===== config.mk =====
export PLATFORM = sky130hd
export DESIGN_NAME = neighbor_edge_scanner
export DESIGN_NICKNAME = d
export VERILOG_FILES = /design/src/rtl/neighbor_edge_scanner.sv
export SDC_FILE = /design/constraint.sdc
export NUM_CORES = 1
export LEC_CHECK = 0
export ABC_AREA = 1
export CAP_MARGIN = 10
export CORE_MARGIN = 2
export CORE_UTILIZATION = 45
export CTS_CLUSTER_SIZE = 16
export DETAILED_ROUTE_END_ITERATION = 8
export MAX_ROUTING_LAYER = met4
export PLACE_DENSITY_LB_ADDON = 0.05
export SLEW_MARGIN = 0
export SYNTH_ARGS = -nofsm -noshare
export SYNTH_HDL_FRONTEND = slang
export SYNTH_SLANG_ARGS = --single-unit

===== constraint.sdc =====
create_clock -name clk -period 4.45 [get_ports clk]
set_input_delay 0.445 -clock clk [delete_from_list [all_inputs] [get_ports clk]]
set_output_delay 0.445 -clock clk [all_outputs]
set_load 0.1 [all_outputs]

===== src/rtl/neighbor_edge_scanner.sv =====
// neighbor_edge_scanner
//
// Walks a captured 5x5 neighbourhood of pixel-map addresses, reads the
// pixel map for each in-range entry and emits an edge {src, dst} for every
// occupied neighbour through a small output FIFO. Reads are issued only when
// the FIFO is guaranteed to have room for the result, so the FIFO never
// overflows even with the downstream stalled.
//
// Optional feature macro: NEIGHBOR_SKIP_CENTER_EN
//   defined   -> window index 12 (the event pixel itself) is never read
//   undefined -> index 12 is treated like every other entry
//
// state | meaning
// ------+---------------------------------------------------------------
// IDLE  | waiting for a neighbour set; in_ready high
// SCAN  | stepping idx 0..24, one entry per cycle unless credit-stalled
// DRAIN | all entries issued; waiting for last read and empty FIFO
//
module neighbor_edge_scanner #(
    parameter int NUM_PIX    = 12000,
    parameter int AW         = $clog2(12000) + 2,
    parameter int NODE_W     = 16,
    parameter int FIFO_DEPTH = 4
) (
    input  logic                 clk,
    input  logic                 rstn,
    input  logic                 in_valid,
    output logic                 in_ready,
    input  logic signed [AW-1:0] neighbor_pixels [0:24],
    input  logic [NODE_W-1:0]    src_node_id,
    output logic                 mem_rd_en,
    output logic [AW-2:0]        mem_rd_addr,
    input  logic [NODE_W:0]      mem_rd_data,
    output logic                 edge_valid,
    input  logic                 edge_ready,
    output logic [NODE_W-1:0]    edge_src,
    output logic [NODE_W-1:0]    edge_dst,
    output logic                 done
);

    localparam int            PW        = (FIFO_DEPTH > 1) ? $clog2(FIFO_DEPTH) : 1;
    localparam int            CW        = PW + 1;
    localparam logic [AW-1:0] NUM_PIX_A = AW'(NUM_PIX);
    localparam logic [4:0]    LAST_IDX  = 5'd24;
    localparam logic [4:0]    CENTER    = 5'd12;

    typedef enum logic [1:0] {
        ST_IDLE  = 2'd0,
        ST_SCAN  = 2'd1,
        ST_DRAIN = 2'd2
    } state_t;

    state_t                state_q, state_d;
    logic signed [AW-1:0]  win_q [0:24];
    logic signed [AW-1:0]  win_d [0:24];
    logic [NODE_W-1:0]     src_q, src_d;
    logic [4:0]            idx_q, idx_d;
    logic                  inflight_q, inflight_d;
    logic [PW-1:0]         wr_ptr_q, wr_ptr_d;
    logic [PW-1:0]         rd_ptr_q, rd_ptr_d;
    logic [CW-1:0]         count_q, count_d;
    logic [2*NODE_W-1:0]   fifo_q [0:FIFO_DEPTH-1];
    logic [2*NODE_W-1:0]   fifo_d [0:FIFO_DEPTH-1];

    logic [AW-1:0]         cur_entry;
    logic                  center_skip;
    logic                  entry_ok;
    logic [CW:0]           credit_used;
    logic                  credit_ok;
    logic                  capture;
    logic                  scan_step;
    logic                  push;
    logic                  pop;

    // Classify the entry under idx and decide whether a read may be issued.
    // A read is charged against FIFO space from issue until its result
    // lands, so count plus the in-flight read must stay below the depth.
    always_comb begin
        cur_entry = '0;
        if (idx_q <= LAST_IDX) begin
            cur_entry = win_q[idx_q];
        end
`ifdef NEIGHBOR_SKIP_CENTER_EN
        center_skip = (idx_q == CENTER);
`else
        center_skip = 1'b0;
`endif
        entry_ok    = !cur_entry[AW-1] && (cur_entry < NUM_PIX_A) && !center_skip;
        credit_used = (CW+1)'(count_q) + (CW+1)'(inflight_q);
        credit_ok   = credit_used < (CW+1)'(FIFO_DEPTH);
    end

    // State register.
    always_ff @(posedge clk or negedge rstn) begin
        if (!rstn) begin
            state_q <= ST_IDLE;
        end else begin
            state_q <= state_d;
        end
    end

    // Next-state logic.
    always_comb begin
        state_d = state_q;
        case (state_q)
            ST_IDLE: begin
                if (capture) begin
                    state_d = ST_SCAN;
                end
            end
            ST_SCAN: begin
                if (scan_step && (idx_q == LAST_IDX)) begin
                    state_d = ST_DRAIN;
                end
            end
            ST_DRAIN: begin
                if (done) begin
                    state_d = ST_IDLE;
                end
            end
            default: state_d = ST_IDLE;
        endcase
    end

    // FSM outputs: handshake, read strobe/address and end-of-scan pulse.
    always_comb begin
        in_ready    = (state_q == ST_IDLE);
        capture     = in_ready && in_valid;
        mem_rd_en   = (state_q == ST_SCAN) && entry_ok && credit_ok;
        mem_rd_addr = mem_rd_en ? cur_entry[AW-2:0] : '0;
        scan_step   = (state_q == ST_SCAN) && (!entry_ok || credit_ok);
        done        = (state_q == ST_DRAIN) && !inflight_q && (count_q == '0);
    end

    // Window capture, scan index and in-flight read tracking.
    always_comb begin
        win_d      = win_q;
        src_d      = src_q;
        idx_d      = idx_q;
        inflight_d = mem_rd_en;
        if (capture) begin
            win_d = neighbor_pixels;
            src_d = src_node_id;
            idx_d = '0;
        end else if (scan_step) begin
            idx_d = idx_q + 5'd1;
        end
    end

    // Scan datapath registers.
    always_ff @(posedge clk or negedge rstn) begin
        if (!rstn) begin
            for (int i = 0; i < 25; i++) begin
                win_q[i] <= '0;
            end
            src_q      <= '0;
            idx_q      <= '0;
            inflight_q <= 1'b0;
        end else begin
            win_q      <= win_d;
            src_q      <= src_d;
            idx_q      <= idx_d;
            inflight_q <= inflight_d;
        end
    end

    // FIFO read side; data is forced to zero while empty so the outputs
    // are clean in reset and between scans.
    always_comb begin
        edge_valid = (count_q != '0);
        edge_src   = edge_valid ? fifo_q[rd_ptr_q][2*NODE_W-1:NODE_W] : '0;
        edge_dst   = edge_valid ? fifo_q[rd_ptr_q][NODE_W-1:0] : '0;
    end

    // FIFO write/pop bookkeeping. Read results only matter when a read was
    // actually issued last cycle; anything else on mem_rd_data is ignored.
    always_comb begin
        push     = inflight_q && mem_rd_data[NODE_W];
        pop      = edge_valid && edge_ready;
        fifo_d   = fifo_q;
        wr_ptr_d = wr_ptr_q;
        rd_ptr_d = rd_ptr_q;
        count_d  = count_q;
        if (push) begin
            fifo_d[wr_ptr_q] = {src_q, mem_rd_data[NODE_W-1:0]};
            wr_ptr_d         = wr_ptr_q + PW'(1);
        end
        if (pop) begin
            rd_ptr_d = rd_ptr_q + PW'(1);
        end
        case ({push, pop})
            2'b10:   count_d = count_q + CW'(1);
            2'b01:   count_d = count_q - CW'(1);
            default: count_d = count_q;
        endcase
    end

    // FIFO storage and pointers.
    always_ff @(posedge clk or negedge rstn) begin
        if (!rstn) begin
            for (int i = 0; i < FIFO_DEPTH; i++) begin
                fifo_q[i] <= '0;
            end
            wr_ptr_q <= '0;
            rd_ptr_q <= '0;
            count_q  <= '0;
        end else begin
            fifo_q   <= fifo_d;
            wr_ptr_q <= wr_ptr_d;
            rd_ptr_q <= rd_ptr_d;
            count_q  <= count_d;
        end
    end

endmodule


==> results.yml, run 1 <==
yosys:
  synth_nets: 3360
  netlist_area_sq_um: 26200
  synth_simple_gate_area_share_pct: 17.0
  synth_cell_type_count: 33
  synth_seq_area_share_pct: 53.4
  syn_inst: 2915
  synthAdderAreaFrac_pct: 0.411
  synth_top_family_by_area: "simple AND/OR/NAND/NOR gates"
  synth_top_area_share_pct: 53.4
  synth_compound_area_share_pct: 10.9
  async_flop_share_pct: 100
  yosys_warnings: 0
  yosysMostFrequentCell: "dfrtp_1"
  synth_edf_count: 0
  synth_area_leaders: "dfrtp_1, mux2_2, nor2_1"
  muxShareOfSynthArea_pct: 11.7
  yosysTopAreaCell: "dfrtp_1"
  synth_xor_area_share_pct: 0.234
  ys.flop_type: "dfrtp_1"
  synth_commonest_cells: "dfrtp_1, nor2_1, nand2_1"
  ys_ff_latch: 559
  syn_area_per_cell_sq_um: 8.98
die:
  pin_count: 488
  die_w_um: 245
  initial_utilization_pct: 45.5
  die_area_sq_um: 60100
  row_count: 88
  core_sq_um: 57600
  dieHeight_um: 245
global_route:
  grt_pass1_vias: 21900
  antenna_found_initial: 20
  grt_usage_pct: 28.2
  grt_pass1_wl_um: 127000
  grt_max_degree: 166
  grt_overflow: 0
clock_network:
  cts_buffers: 60
  clk-insertion-delay-late_ns: 0.63
  cts_sinks: 559
  cts_root_buffer: "clkbuf_16"
  cts_tree: "built"
  cts_setup_buffers: 0
  htreeDepth: 2
  clk_pin_slew_ns: 0.06
  clockBufferDepth: 3
detailed_routing:
  drtIter0Drc: 1542
  dr_total_vias: 21800
  viasPerCell: 5.25
  drtAntennaViolNets: 0
  wl_um: 83000
  drc: 0
  firstDrtPassIters: 6
  wl_per_cell_um: 20.0
placed_design:
  portBuffers: 486
  place_hpwl_um: 58600
  routabilityCongestion: 0.858
  dpl_worst_slack_ns: 0.423
pwr:
  p_leak_nw: 15.6
  power_frac_comb_pct: 47.8
  power.share.sequential_pct: 32.7
  power.density_nw_per_um2: 786
  p_clk_share_pct: 19.6
  peakVddDrop_mv: 0.781
  internal_power_mw: 15.0
  p_sw_share_pct: 43.7
  p_switching_mw: 11.7
  p_total_mw: 26.7
timing:
  setup-violations-final: 0
  timing.final.ws_setup_ns: 0.175
  holdWs_ns: 0.406
  rsz0062_at_grt: "true"
  slew_viol_final: 0
  tightestPinTransition_ns: 1.07
  period_share_pct: 96.1
  fmax_mhz: 234
  max_slew_margin_pct: 28.5
  skew_ns: 0.0322
  finalCriticalPeriod_ns: 4.27
  finalHoldViolCount: 0
worst_setup_path:
  reg2reg_depth: 17
  path_class: "register to primary output"
  startpoint_type: "register"
  crit_path_end_kind: "primary output"
  ff2ff_setup_slack_ns: 1.41
  worstSetupEndpoint: "mem_rd_addr[0]"
  timing.rr.end: "inflight_q$_DFF_PN0_"
  path_max_fanout: 43
  crit_required_ns: 4.01
  crit_start: "idx_q[0]$_DFFE_PN0P_"
  critPathArrivalTime_ns: 3.83
  timing.rr.start: "idx_q[0]$_DFFE_PN0P_"
job:
  max-cap-violations: 0
run_status:
  status: "complete, no violations"
worst_hold_path:
  hp-class: "input port to register"
layout:
  final_nets: 3758
  area_growth_pct: 29.5
  drive_above_1_share_pct: 14.8
[kinds of logic after synthesis]
| kind of cell | Yosys count |
|---|---|
| and+or+nand+nor | 1123 |
| muxes | 271 |
| AOI/OAI and AO/OA | 545 |
| DFF | 559 |
| xor gates and xnor gates | 7 |
| buffers and inverters | 401 |
| other | 1 |
| adders and majority gates | 8 |
[power groups by stage]
| stage | Clock, mW | Combinational [mW] | Sequential [mW] |
|---|---|---|---|
| floorplan | 0 | 9.35 | 8.32 |
| finish | 5.22 | 12.7 | 8.71 |
| CTS | 5.32 | 12.8 | 8.68 |
| global placement | 0 | 12.5 | 8.66 |
| global route | 5.54 | 13.9 | 8.96 |
| detailed placement | 0 | 12.7 | 8.75 |
[cell usage in the layout (no fill, tap or decap), types with 2 or more instances in the layout]
cell type / Yosys / routed
nand4_1: 4 / 4
inv_1: 198 / 198
dfrtp_1: 559 / 555
ha_1: 7 / 7
nand2_4: 0 / 2
bufinv_16: 0 / 6
inv_2: 5 / 3
buf_4: 9 / 65
nor2_1: 535 / 533
o221ai_1: 15 / 15
nor2_2: 10 / 10
diode_2: 0 / 21
o21ai_0: 298 / 298
nand2_1: 433 / 428
o21ai_1: 6 / 6
nor2_4: 1 / 3
dfrtp_2: 0 / 2
clkbuf_16: 0 / 62
mux2_2: 271 / 271
o22ai_1: 15 / 15
a21oi_1: 188 / 188
nand3_2: 1 / 2
nand2_2: 1 / 4
xor2_1: 6 / 6
o211ai_1: 22 / 22
clkbuf_8: 0 / 16
clkbuf_1: 129 / 12
clkinv_2: 0 / 14
clkdlybuf4s50_1: 0 / 437
nand3_1: 135 / 134
buf_12: 0 / 28
dfrtp_4: 0 / 2
clkinv_1: 2 / 2
[cell type report]
cell class                 instances  area [sq um]
sequential                       559         14000
fill                            5060         23700
inverter                         205           777
antenna                           21          52.6
timing repair buffer             532          5450
clock inverter                    22           274
clock buffer                      90          1820
tap                              765           957
multi-input combinational       1955         10600
[through the flow]
| stage | cell area [sq um] | cells | setup TNS, ns | utilization, % |
|---|---|---|---|---|
| 2_1_floorplan | 26200 | 2915 | 0 | - |
| 3_5_place_dp | 31700 | 4015 | 0 | 55.1 |
| 3_3_place_gp | 31700 | 4015 | 0 | 55.1 |
| 5_1_grt | 33900 | 4148 | -0.00335 | 58.9 |
| 4_1_cts | 33800 | 4128 | 0 | 58.8 |
| 6_report | 33900 | 4149 | 0 | 58.9 |
[worst min-delay path by stage]
stage                     cells past startpoint                   start                      to
after global placement                        2  fifo_q[25]$_DFFE_PN0P_  fifo_q[25]$_DFFE_PN0P_
after detailed placement                      2  fifo_q[22]$_DFFE_PN0P_  fifo_q[22]$_DFFE_PN0P_
after global routing                          3     neighbor_pixels[88]   win_q[88]$_DFFE_PN0P_
after CTS                                     3     neighbor_pixels[87]   win_q[87]$_DFFE_PN0P_
final                                         3          src_node_id[7]    src_q[7]$_DFFE_PN0P_
after floorplan                               0                    rstn  count_q[0]$_DFFE_PN0P_
[routing by layer]
layer / global-route usage [%] / up-vias / part of all wire, % / wire length [um]
met5: - / - / 0 / 0
met4: 9.95 / 0 / 2.9 / 2430
met3: 3.99 / 133 / 5.2 / 4280
met2: 44.7 / 672 / 49 / 40300
met1: 37.0 / 10700 / 43 / 35900
li1: - / 10300 / - / -
[state kept, by name (all words and copies together) (netlist names)]
name        count
src_q          16
count_q         3
idx_q           5
inflight_q      1
win_q         400
wr_ptr_q        2
fifo_q        128
state_q         2
rd_ptr_q        2
[worst max-delay path, cell delays in order (launching register included)]
cell and delay, ns:
dfrtp_4 0.53, inv_6 0.24, buf_12 0.27, nand2_1 0.09, nand3_1 0.08, nand2_1 0.10, nand2_1 0.08, nand2_1 0.07
nor2_1 0.13, nand2_1 0.08, nand3_1 0.25, nor2_1 0.12, a21oi_2 0.18, nand2_1 0.09, nor2_2 0.12, nand2_4 0.24
nor2_1 0.29, buf_12 0.21
[timing repair]
action | CTS | global route
hold buffers | 1 | 0
setup endpoints to repair | 15 | 13
hold endpoints to repair | 93 | 0
pin swaps | 0 | 0
resized for setup | 4 | 3
Note: power is estimated with default switching activity, not from simulation.
==> run 2, diff against run 1 <==
--- a/config.mk
+++ b/config.mk
@@ -11,6 +11,7 @@
 export CORE_UTILIZATION = 45
 export CTS_CLUSTER_SIZE = 16
 export DETAILED_ROUTE_END_ITERATION = 8
+export DONT_BUFFER_PORTS = 1
 export MAX_ROUTING_LAYER = met4
 export PLACE_DENSITY_LB_ADDON = 0.05
 export SLEW_MARGIN = 0
==> run 2 against run 1 <==
  * The flow now finishes with violations (hold timing)
  * Maximum frequency rose by 1.7%
  * Critical endpoint is now mem_rd_addr[12]
  * Largest power group unchanged
  * Worst setup slack better by 0.070 ns
  * Die area is the same
  * First-iteration DRC count is 11% higher
  * Core utilization shrank 0.44 points
  * Highest routed layer unchanged
  * Cell count down 0.60%
==> results.yml, run 2 (synthesis gave the netlist of run 1 again) <==
run_status:
  violations: "hold timing"
  status: "finished with violations"
worst_setup_path:
  cp_num_buf_inv: 4
  crit_required_ns: 4.01
  worst_path_most_repeated_cell: "nand2_1"
  worstPathCellList: "inv_4 > buf_12 > nand2_1 > nand3_1 > nand3_1 > nand3_1 > nand2_1 > nand2_1 > nor2_1 > nand2_1 > nor2_1 > a21oi_2 > nand2_1 > nor2_2 > nand2_4 > buf_4 > nor2_4 > buf_12"
  startpoint_type: "register"
  timing.rr.start: "idx_q[0]$_DFFE_PN0P_"
  slowest_stage: "dfrtp_4"
  critPathArrivalTime_ns: 3.76
  crit_start: "idx_q[0]$_DFFE_PN0P_"
  critical_path.top_delay_family: "simple AND/OR/NAND/NOR gates"
  path_class: "register to primary output"
  path_max_fanout: 61
  crit_path_end_kind: "primary output"
  slowest_delay_ns: 0.56
die:
  pin_count: 488
  row_count: 88
  die_area_sq_um: 60100
  core_sq_um: 57600
  initial_utilization_pct: 45.5
  die_w_um: 245
  dieHeight_um: 245
timing:
  setup-violations-final: 0
  holdWs_ns: -0.476
  finalHoldViolCount: 559
  slew_viol_final: 0
  fmax_mhz: 238
  tightestPinTransition_ns: 1.49
  fin_setup_tns_ns: 0
  finalCriticalPeriod_ns: 4.20
  skew_ns: 0.0263
  rsz0062_at_grt: "false"
  max_slew_margin_pct: 0.656
  period_share_pct: 94.5
pwr:
  power.density_nw_per_um2: 793
  p_sw_share_pct: 44.1
  p_clk_share_pct: 19.3
  internal_power_mw: 14.9
  p_switching_mw: 11.8
  peakVddDrop_mv: 0.936
  power_frac_comb_pct: 47.8
  power.share.sequential_pct: 32.8
  p_leak_nw: 15.6
layout:
  regMostFlops: "win_q"
  reg_top3: "win_q: 400 flops, fifo_q: 128 flops, src_q: 16 flops"
  final_nets: 3719
  largest_reg_flops: 400
  nFillCells: 5024
  drive_above_1_share_pct: 15.7
  final_common_cell: "dfrtp_1"
  area_growth_pct: 28.5
  final_cell_mix: "dfrtp_1, nor2_1, nand2_1"
  register_area_sq_um: 14000
  multiInputGateArea_sq_um: 10700
job:
  max-cap-violations: 0
global_route:
  grt_pass1_wl_um: 129000
  grt_pass1_vias: 22200
  grt_overflow: 0
  grt_max_degree: 560
  grt_usage_pct: 28.3
  antenna_found_initial: 33
detailed_routing:
  drtIter0Drc: 1707
  firstDrtPassIters: 6
  dr_total_vias: 21800
  viasPerCell: 5.28
  drc: 0
  wl_per_cell_um: 20.4
  drtAntennaViolNets: 0
  wl_um: 83900
clock_network:
  cts_setup_buffers: 0
  hold_buffers: 406
  cts_sinks: 559
  clk_pin_slew_ns: 0.06
  cts_root_buffer: "clkbuf_16"
  clockBufferDepth: 3
  cts_buffers: 60
  htreeDepth: 2
  clk-insertion-delay-late_ns: 0.62
  cts_tree: "built"
placed_design:
  portBuffers: 0
  routabilityCongestion: 0.843
  place_hpwl_um: 55200
worst_hold_path:
  hp-class: "input port to async pin"
[run 2: cell types whose count changed in the layout (fill, tap and decap cells not counted), moves of 3 or more]
cell | previous run | this run
a21oi_1 | 188 | 156
buf_16 | 0 | 3
buf_12 | 28 | 23
diode_2 | 21 | 36
dlygate4sd3_1 | 1 | 406
a21oi_2 | 1 | 33
nor2_1 | 533 | 529
clkbuf_1 | 12 | 17
nor2_2 | 10 | 15
buf_4 | 65 | 59
clkdlybuf4s50_1 | 437 | 0
clkinv_2 | 14 | 8
[run 2: layout make-up]
type | count | share of cell area, %
inverters | 205 | 2.32
clock inverters | 17 | 0.662
diodes | 36 | 0.268
flip-flops and latches | 559 | 41.6
clock buffers | 94 | 5.38
repair buffers | 493 | 15.1
well taps | 765 | 2.84
multi-input cells | 1955 | 31.8
[run 2: what timing repair did]
item | CTS | global route
endpoints found under the setup margin | 2 | 8
endpoints found under the hold margin | 965 | 559
gates resized for setup | 2 | 7
gates cloned | 0 | 1
pin swaps | 0 | 0
[run 2: final timing paths]
kind / endpoint / slack [ns] / cells after the start
setup / recovery: mem_rd_addr[12] / 0.25 / 18
hold / removal: fifo_q[23]$_DFFE_PN0P_ / -0.48 / 0
setup reg to reg: inflight_q$_DFF_PN0_ / 1.02 / 14
hold reg to reg: fifo_q[13]$_DFFE_PN0P_ / 0.48 / 2
max in group asynchronous: rd_ptr_q[0]$_DFFE_PN0P_ / 3.65 / 0
min in group clk: win_q[150]$_DFFE_PN0P_ / 0.03 / 2
[run 2: layer usage]
metal	share of wire, %	vias to the layer above	wire (um)	GRT usage, %
met2	48	649	40400	45.0
met5	0	-	0	-
met4	2.7	0	2270	8.29
met1	44	10700	36700	37.6
li1	-	10300	-	-
met3	5.4	143	4570	4.49
[run 2: power groups by stage]
| stage | combinational, mW | clock, mW | sequential, mW |
|---|---|---|---|
| finish | 12.8 | 5.16 | 8.77 |
| global route | 13.9 | 5.47 | 9.01 |
| CTS | 12.7 | 5.26 | 8.70 |
| detailed placement | 12.3 | 0 | 8.79 |
| global placement | 12.1 | 0 | 8.72 |
| floorplan | 9.35 | 0 | 8.32 |
[run 2: through the flow]
step	utilization, %	setup WS [ns]	instance area, sq um	cells	total power, mW
after floorplan	-	0.260	26200	2915	17.7
after detailed placement	47.6	0.589	27400	3570	21.1
final	58.4	0.246	33600	4124	26.7
after CTS	58.2	0.0620	33500	4087	26.7
after global routing	58.4	0.0108	33600	4121	28.4
after global placement	47.6	0.617	27400	3570	20.9
==> run 3, diff against run 2 <==
--- a/config.mk
+++ b/config.mk
@@ -18,3 +18,4 @@
 export SYNTH_ARGS = -nofsm -noshare
 export SYNTH_HDL_FRONTEND = slang
 export SYNTH_SLANG_ARGS = --single-unit
+export TNS_END_PERCENT = 50
==> results of run 3 <==
Same layout as run 2: the final DEF is identical, and so are final timing and power.
